===== config.mk =====
export PLATFORM = sky130hd
export DESIGN_NAME = discrete_sample_mixer
export DESIGN_NICKNAME = d
export VERILOG_FILES = /design/src/rtl/discrete_sample_mixer.sv
export SDC_FILE = /design/constraint.sdc
export NUM_CORES = 1
export LEC_CHECK = 0
export ABC_CLOCK_PERIOD_IN_PS = 7100
export CORE_UTILIZATION = 55
export CTS_CLUSTER_SIZE = 40
export DETAILED_ROUTE_END_ITERATION = 7
export GPL_TIMING_DRIVEN = 1
export PLACE_DENSITY = 0.78
export SKIP_CTS_REPAIR_TIMING = 1
export SYNTH_ARGS = -nofsm -noshare
export SYNTH_HDL_FRONTEND = slang
export SYNTH_SLANG_ARGS = --single-unit

===== constraint.sdc =====
create_clock -name clk -period 7.1 [get_ports clk]
set_input_delay 2.13 -clock clk [delete_from_list [all_inputs] [get_ports clk]]
set_output_delay 2.13 -clock clk [all_outputs]
set_load 0.01 [all_outputs]

===== src/rtl/discrete_sample_mixer.sv =====
// Multi-channel audio mixer: snapshots all channels on the sample strobe, then runs one
// signed multiply-accumulate per clk and saturates the Q1.7-scaled sum to 16 bits.
module discrete_sample_mixer #(
    parameter int NUM_INPUTS  = 4,
    parameter int CLOCK_RATE  = 1000000,
    parameter int SAMPLE_RATE = 96000
) (
    input  logic                      clk,
    input  logic                      I_RST,
    input  logic                      audio_clk_en,
    input  logic [16*NUM_INPUTS-1:0]  in,
    input  logic [8*NUM_INPUTS-1:0]   gain,
    output logic signed [15:0]        out,
    output logic                      out_valid,
    output logic                      overrun
);

    localparam int CW = $clog2(NUM_INPUTS);
    localparam int AW = 25 + $clog2(NUM_INPUTS);

    if (NUM_INPUTS < 2 || NUM_INPUTS > 8) begin : g_bad_num_inputs
        $error("discrete_sample_mixer: NUM_INPUTS must be in 2..8");
    end

    // A mix needs NUM_INPUTS+2 clocks; strobes must not arrive faster than that.
    if (CLOCK_RATE / SAMPLE_RATE < NUM_INPUTS + 2) begin : g_bad_rate
        $error("discrete_sample_mixer: CLOCK_RATE/SAMPLE_RATE must be >= NUM_INPUTS+2");
    end

    typedef enum logic [1:0] {
        StIdle,
        StAccum,
        StSat
    } state_t;

    state_t                  state;
    logic [CW-1:0]           cnt;
    logic signed [AW-1:0]    acc;
    logic signed [15:0]      snap_in   [NUM_INPUTS];
    logic [7:0]              snap_gain [NUM_INPUTS];

    logic signed [24:0]      in_ext;
    logic signed [24:0]      gain_ext;
    logic signed [24:0]      prod;
    logic signed [AW-1:0]    prod_ext;
    logic signed [AW-8:0]    shifted;
    logic signed [15:0]      sat_val;

    // Gain is unsigned, so it is zero-extended before the signed multiply.
    always_comb begin
        in_ext   = 25'(snap_in[cnt]);
        gain_ext = {17'd0, snap_gain[cnt]};
        prod     = in_ext * gain_ext;
        prod_ext = {{(AW - 25){prod[24]}}, prod};
    end

    // Dropping the low 7 bits of a two's-complement value floors toward minus infinity.
    always_comb begin
        shifted = acc[AW-1:7];
        if (shifted[AW-8:15] == {(AW - 22){1'b0}} || shifted[AW-8:15] == {(AW - 22){1'b1}}) begin
            sat_val = shifted[15:0];
        end else if (shifted[AW-8]) begin
            sat_val = 16'sh8000;
        end else begin
            sat_val = 16'sh7fff;
        end
    end

    always_ff @(posedge clk or posedge I_RST) begin
        if (I_RST) begin
            state     <= StIdle;
            cnt       <= '0;
            acc       <= '0;
            out       <= '0;
            out_valid <= 1'b0;
            overrun   <= 1'b0;
            for (int k = 0; k < NUM_INPUTS; k++) begin
                snap_in[k]   <= '0;
                snap_gain[k] <= '0;
            end
        end else begin
            out_valid <= 1'b0;
            unique case (state)
                StIdle: begin
                    if (audio_clk_en) begin
                        for (int k = 0; k < NUM_INPUTS; k++) begin
                            snap_in[k]   <= in[16*k +: 16];
                            snap_gain[k] <= gain[8*k +: 8];
                        end
                        acc   <= '0;
                        cnt   <= '0;
                        state <= StAccum;
                    end
                end
                StAccum: begin
                    acc <= acc + prod_ext;
                    if (audio_clk_en) begin
                        overrun <= 1'b1;
                    end
                    if (cnt == CW'(NUM_INPUTS - 1)) begin
                        cnt   <= '0;
                        state <= StSat;
                    end else begin
                        cnt <= cnt + 1'b1;
                    end
                end
                StSat: begin
                    // A strobe landing on this cycle is dropped without flagging overrun.
                    out       <= sat_val;
                    out_valid <= 1'b1;
                    state     <= StIdle;
                end
                default: state <= StIdle;
            endcase
        end
    end

endmodule


# Word-level counts from Yosys, hierarchy flattened

Cells that the tools add are included.

Reduce and logical (&&, ||, !) cells: 8
Multipliers: 1
Mux-type cells: 17
Shift-type cells: 0
Div/mod/pow operators: 0
$lt $le $gt $ge: 1
Bitwise operators: 1
Equal/unequal tests: 6
Add/subtract/negate cells: 2

Operators by type and width:

| operator                                                              | count |
|---|---|
| 16-bit two-way mux                                                    | 4 |
| 27-bit case mux with 2 select lines                                   | 1 |
| 16-bit binary-select mux with 2-bit select                            | 1 |
| 27-bit by 25-bit adder with 27-bit output                             | 1 |
| 27-bit two-way mux                                                    | 1 |
| 16-bit by 9-bit multiplier with 25-bit output                         | 1 |
| 8-bit binary-select mux with 2-bit select                             | 1 |
| 8-bit two-way mux                                                     | 2 |
| 2-bit two-way mux                                                     | 4 |
| 2-bit case mux with 2 select lines                                    | 2 |
| 2-bit AND reduction                                                   | 4 |
| 5-bit equality test, second input constant                            | 1 |
| 5-bit zero test                                                       | 1 |
| 2-bit equality test, second input constant                            | 2 |
| 2-bit != test, second input constant                                  | 2 |
| 3-bit >= comparator, second input constant                            | 1 |
| 2-bit inverter with 3-bit output                                      | 1 |
| 2-bit by 1-bit adder with 2-bit output, second input constant         | 1 |
| 2-bit by 1-bit equality test with 1-bit output, second input constant | 1 |
| 2-bit zero test                                                       | 1 |
| 2-bit nonzero test                                                    | 1 |
| 1-bit logical OR                                                      | 1 |
| 1-bit two-way mux                                                     | 1 |

Bits in read-only memories: 0
Bits in latches: 0
Bits in writable memories: 0
Memories: 0
Flip-flop bits (word level): 145
Input port bits: 99

# Longest topological paths before layout

Gate-level depths: netlist of the first run.

Depth in word-level cells: 7
Mapped depth: 23

# Worst setup path before layout of the first run

Ideal clock, no wire load.

Kind: register to register
Start point: register cnt[0]
End point: register acc[26]
Stages on the path, launching flop included: 20
Data arrival time: 5.649 ns
Period minus slack after synthesis: 5.779 ns
Required time: 6.970 ns
Slack: 1.321 ns
Setup time: 0.130 ns
Cell sequence: dfrtp_1 > buf_2 > buf_4 > mux4_2 > nand2_1 > fa_1 > fa_1 > inv_1 > fa_1 > inv_1 > fa_1 > fa_1 > inv_1 > ha_1 > a21o_1 > a2111oi_4 > a211oi_1 > a31oi_1 > xnor2_1 > o21ai_1

Word-level cells in the longest chain between the ends: 7
Elaborated cells between the ends (all ways): 10

RTL lines:

| what                                                                                                    | RTL line | text |
|---|---|---|
| start, declared                                                                                         | 37       | `logic [CW-1:0] cnt;` |
| start signal, assigned                                                                                  | 104      | `cnt <= cnt + 1'b1;` |
| 2-bit inverter with 3-bit output (implied by the code) *                                                | 51, 52   |  |
| 16-bit binary-select mux with 2-bit select or 8-bit binary-select mux with 2-bit select (tied branches) | 51, 52   |  |
| 16-bit two-way mux (implied by the code) or 8-bit two-way mux (tied branches) (2 in series)             | 51, 52   |  |
| 16-bit by 9-bit multiplier with 25-bit output *                                                         | 53       | `prod = in_ext * gain_ext;` |
| 27-bit by 25-bit adder with 27-bit output *                                                             | 96       | `acc <= acc + prod_ext;` |
| 27-bit case mux with 2 select lines *                                                                   | 83       | `unique case (state)` |
| end signal, assigned                                                                                    | 96       |  |
| end, declared                                                                                           | 38       | `logic signed [AW-1:0] acc;` |

Mark *: on every way between the ends. The rest lies on a longest branch, timed or not. The select of a mux whose other input is x is not followed.
A chain may end at the register's enable or synchronous reset.

# Worst setup path after layout of the first run

Start point: register cnt[0]
End point: register acc[25]

Same word-level chain as after synthesis.

==> reports/summary.txt, run 1 <==
Worst path required time: 7380 ps
Worst Setup End Kind: flop
CTS buffer count: 17
Clock sink count: 145
Drt total wl: 23080 microns
Die Span X: 146.7 microns
Inserted Diodes: 0
Top post-synthesis cells by count: inv_1 (178), dfrtp_1 (145), fa_1 (127)
Yosys warnings: 0
Run status: complete, no violations
Pin count of the biggest net entering global routing: 91
Detailed-route via count: 7707
Die ar.: 21530 sq um
Worst hold-check path type: flop to flop
Flop-to-flop setup slack: 830 ps
Drt first pass iters: 6
Initial Utilization: 56.59%
I/O Pins: 117
Cell Chain, Critical Path: buf_4, mux4_2, and2_1, fa_1, fa_1, inv_1, fa_1, inv_1, fa_1, inv_1, fa_1, inv_1, ha_1, a21oi_1, nand2_1, o21ai_2, o21ai_1, a41oi_1, xor2_1, o21ai_1
Count of input and output buffers: 116
Post-layout util: 66.29%
Final GP Congestion: 0.9136
Area Growth Syn to Fin: 17.14%
Crit Path Class: flop to flop
Layout cells sized above 1: 14.64%
Post-synthesis sequential area ratio: 31.49%
Mapped Nets: 1341
Initial antenna violation count: 0
Largest cells by area after synthesis: dfrtp_1 (31%), fa_1 (22%), mux2_2 (9.5%)
Vias in the first global route: 7971
Avg WL per Cell: 15.97 microns
Hold_sp: overrun$_DFFE_PP0P_
Nets: 1448
Latest clock arrival within the worst-skew pair: 430 ps
1st-iter DRT viols: 415
CP max-delay cell: dfrtp_2
H-tree Lvls: 4
GRT Total Usage: 23.36%
Root Driver: clkbuf_16
Setup TNS: 0 ps
Top-area cell type share of the netlist area: 31.49%
Die Y: 146.7 microns
Clock buffer depth: 2
Final hold vios: 0
Crit-path max cell delay: 700 ps
Core Region: 20360 sq um
Worst-path clk slew: 70 ps
Data arrival time of the worst path: 6550 ps
Post-DP HPWL: 17860 microns
Max_cap viols: 0
Hold Path End: overrun$_DFFE_PP0P_
Slew margin rel.: 23.16%
Slew @ Worst Pin: 1152 ps
Most common flop cell mapped by yosys: dfrtp_1
CP startpoint kind: flop
Final Max Slew Viols: 0
Cell Area, Synth: 11520 sq um
Top-count cell post-synth: inv_1
Syn_area_per_cell: 10.92 sq um
CP Max Fanout: 16
CP dominant cell by count: fa_1
Unrepaired setup endpoints after global routing: false
WP buf/inv: 5
Number of flops mapped to enable cells by yosys: 0
Gr ovfl total: 0
Synth Register Bits: 145
Antenna viol nets, final: 0
Setup violators final: 0
CP top delay family: adder cells
Fmax: 0.1596 GHz
Synth Instances: 1055
Min-Delay Path Depth: 1
Minimum clock period: 6267 ps
Num rows: 52
Synth async-reset ratio: 100.0%
Reg2Reg Capture Point: acc[25]$_DFFE_PP0P_
Unique masters post-synth: 43
FF-to-FF Start: cnt[0]$_DFFE_PP0P_
Worst reg2reg path depth: 20
DR DRC count: 0
Tcrit/Tclk final: 88.27%
First-pass GRT wire length: 39800 microns
Synth area leader: dfrtp_1
CTS tree: built
Avg Vias per Cell: 5.334
Layout Skew: 11.48 ps
==> final cells by class <==
| class | count | area, sq um |
|---|---|---|
| flip-flops and latches | 145 | 3630 |
| repair buffers | 123 | 1214 |
| inverters | 178 | 673.1 |
| well taps | 270 | 337.8 |
| clock buffers | 17 | 425.4 |
| fillers | 1525 | 6865 |
| multi-input cells | 697 | 7077 |
| clock inverters | 15 | 142.6 |
==> logic make-up (layout without fill, tap and decap cells) <==
logic type	count (synthesis)	in the layout	share of synthesized area (%)
AOI/OAI and AO/OA	118	118	6.450
xor gates and xnor gates	26	26	1.976
adders and majority gates	187	187	28.58
buffers and inverters	213	333	7.188
DFF	145	145	31.49
muxes	121	121	14.17
and+or+nand+nor	245	245	10.15
==> layout by cell type, fill, tap and decap left out, drive strengths merged, types with 2 or more instances in the layout <==
cell type / Yosys / final
a21o: 6 / 6
clkdlybuf4s50: 0 / 116
xor2: 14 / 14
clkinv: 0 / 4
xnor2: 12 / 12
ha: 60 / 60
buf: 21 / 7
clkbuf: 14 / 17
dfrtp: 145 / 145
and3: 2 / 2
o21ai: 42 / 42
fa: 127 / 127
nor3b: 3 / 3
nand4: 3 / 3
o21bai: 3 / 3
a41oi: 3 / 3
a2111oi: 2 / 2
nand3: 3 / 3
and2: 75 / 75
o211ai: 4 / 4
mux2: 97 / 97
a211oi: 3 / 3
a22o: 3 / 3
nor2: 45 / 45
a31oi: 3 / 3
inv: 178 / 188
nand2b: 5 / 5
nand2: 102 / 102
a21oi: 44 / 44
mux4: 24 / 24
nor2b: 5 / 5
==> how the worst max path moves through the flow <==
stage	slack [ps]	from	end	cells past startpoint
6_report	830	cnt[0]$_DFFE_PP0P_	acc[25]$_DFFE_PP0P_	20
5_1_grt	440	cnt[0]$_DFFE_PP0P_	acc[22]$_DFFE_PP0P_	20
4_1_cts	810	cnt[0]$_DFFE_PP0P_	acc[12]$_DFFE_PP0P_	20
3_5_place_dp	900	cnt[0]$_DFFE_PP0P_	acc[12]$_DFFE_PP0P_	20
3_3_place_gp	980	cnt[0]$_DFFE_PP0P_	acc[26]$_DFFE_PP0P_	19
2_1_floorplan	1080	I_RST	acc[0]$_DFFE_PP0P_	1
==> state kept, by name, indices dropped and copies added, names as in the netlist <==
| signal | cells |
|---|---|
| state | 2 |
| snap_in | 64 |
| out | 16 |
| cnt | 2 |
| snap_gain | 32 |
| acc | 27 |
| overrun | 1 |
| out_valid | 1 |
==> routing by layer <==
layer,up-vias,GRT usage [%],routed length [microns]
met5,-,0,0
met3,28,3.230,1101
met2,224,36.11,10690
met4,0,6.458,352
met1,3851,34.79,10930
li1,3604,-,-
==> through the flow <==
stage,area [sq um],instances,worst slack (ps),hold WS [ps]
2_1_floorplan,11520,1055,1075,449.8
3_3_place_gp,12930,1413,980.8,436.4
3_5_place_dp,12930,1413,902.3,467.7
4_1_cts,13500,1445,807.7,483.0
5_1_grt,13500,1445,444.6,505.3
6_report,13500,1445,832.6,477.5
Power of run 1 is left out: the tool's default activity adds up to more than one toggle a clock period on the data nets, which glitch-free logic cannot reach.
==> run 2, diff against run 1 <==
==> constraint.sdc (replaced) <==
create_clock -name clk -period 7.1 [get_ports clk]
set_input_delay 2.13 -clock clk [delete_from_list [all_inputs] [get_ports clk]]
set_output_delay 2.13 -clock clk [all_outputs]
set_load 0.005 [all_outputs]
==> results of run 2 <==
No change in the layout: final DEF, timing and power equal those of run 1.
Power of run 2 is left out for the same reason.
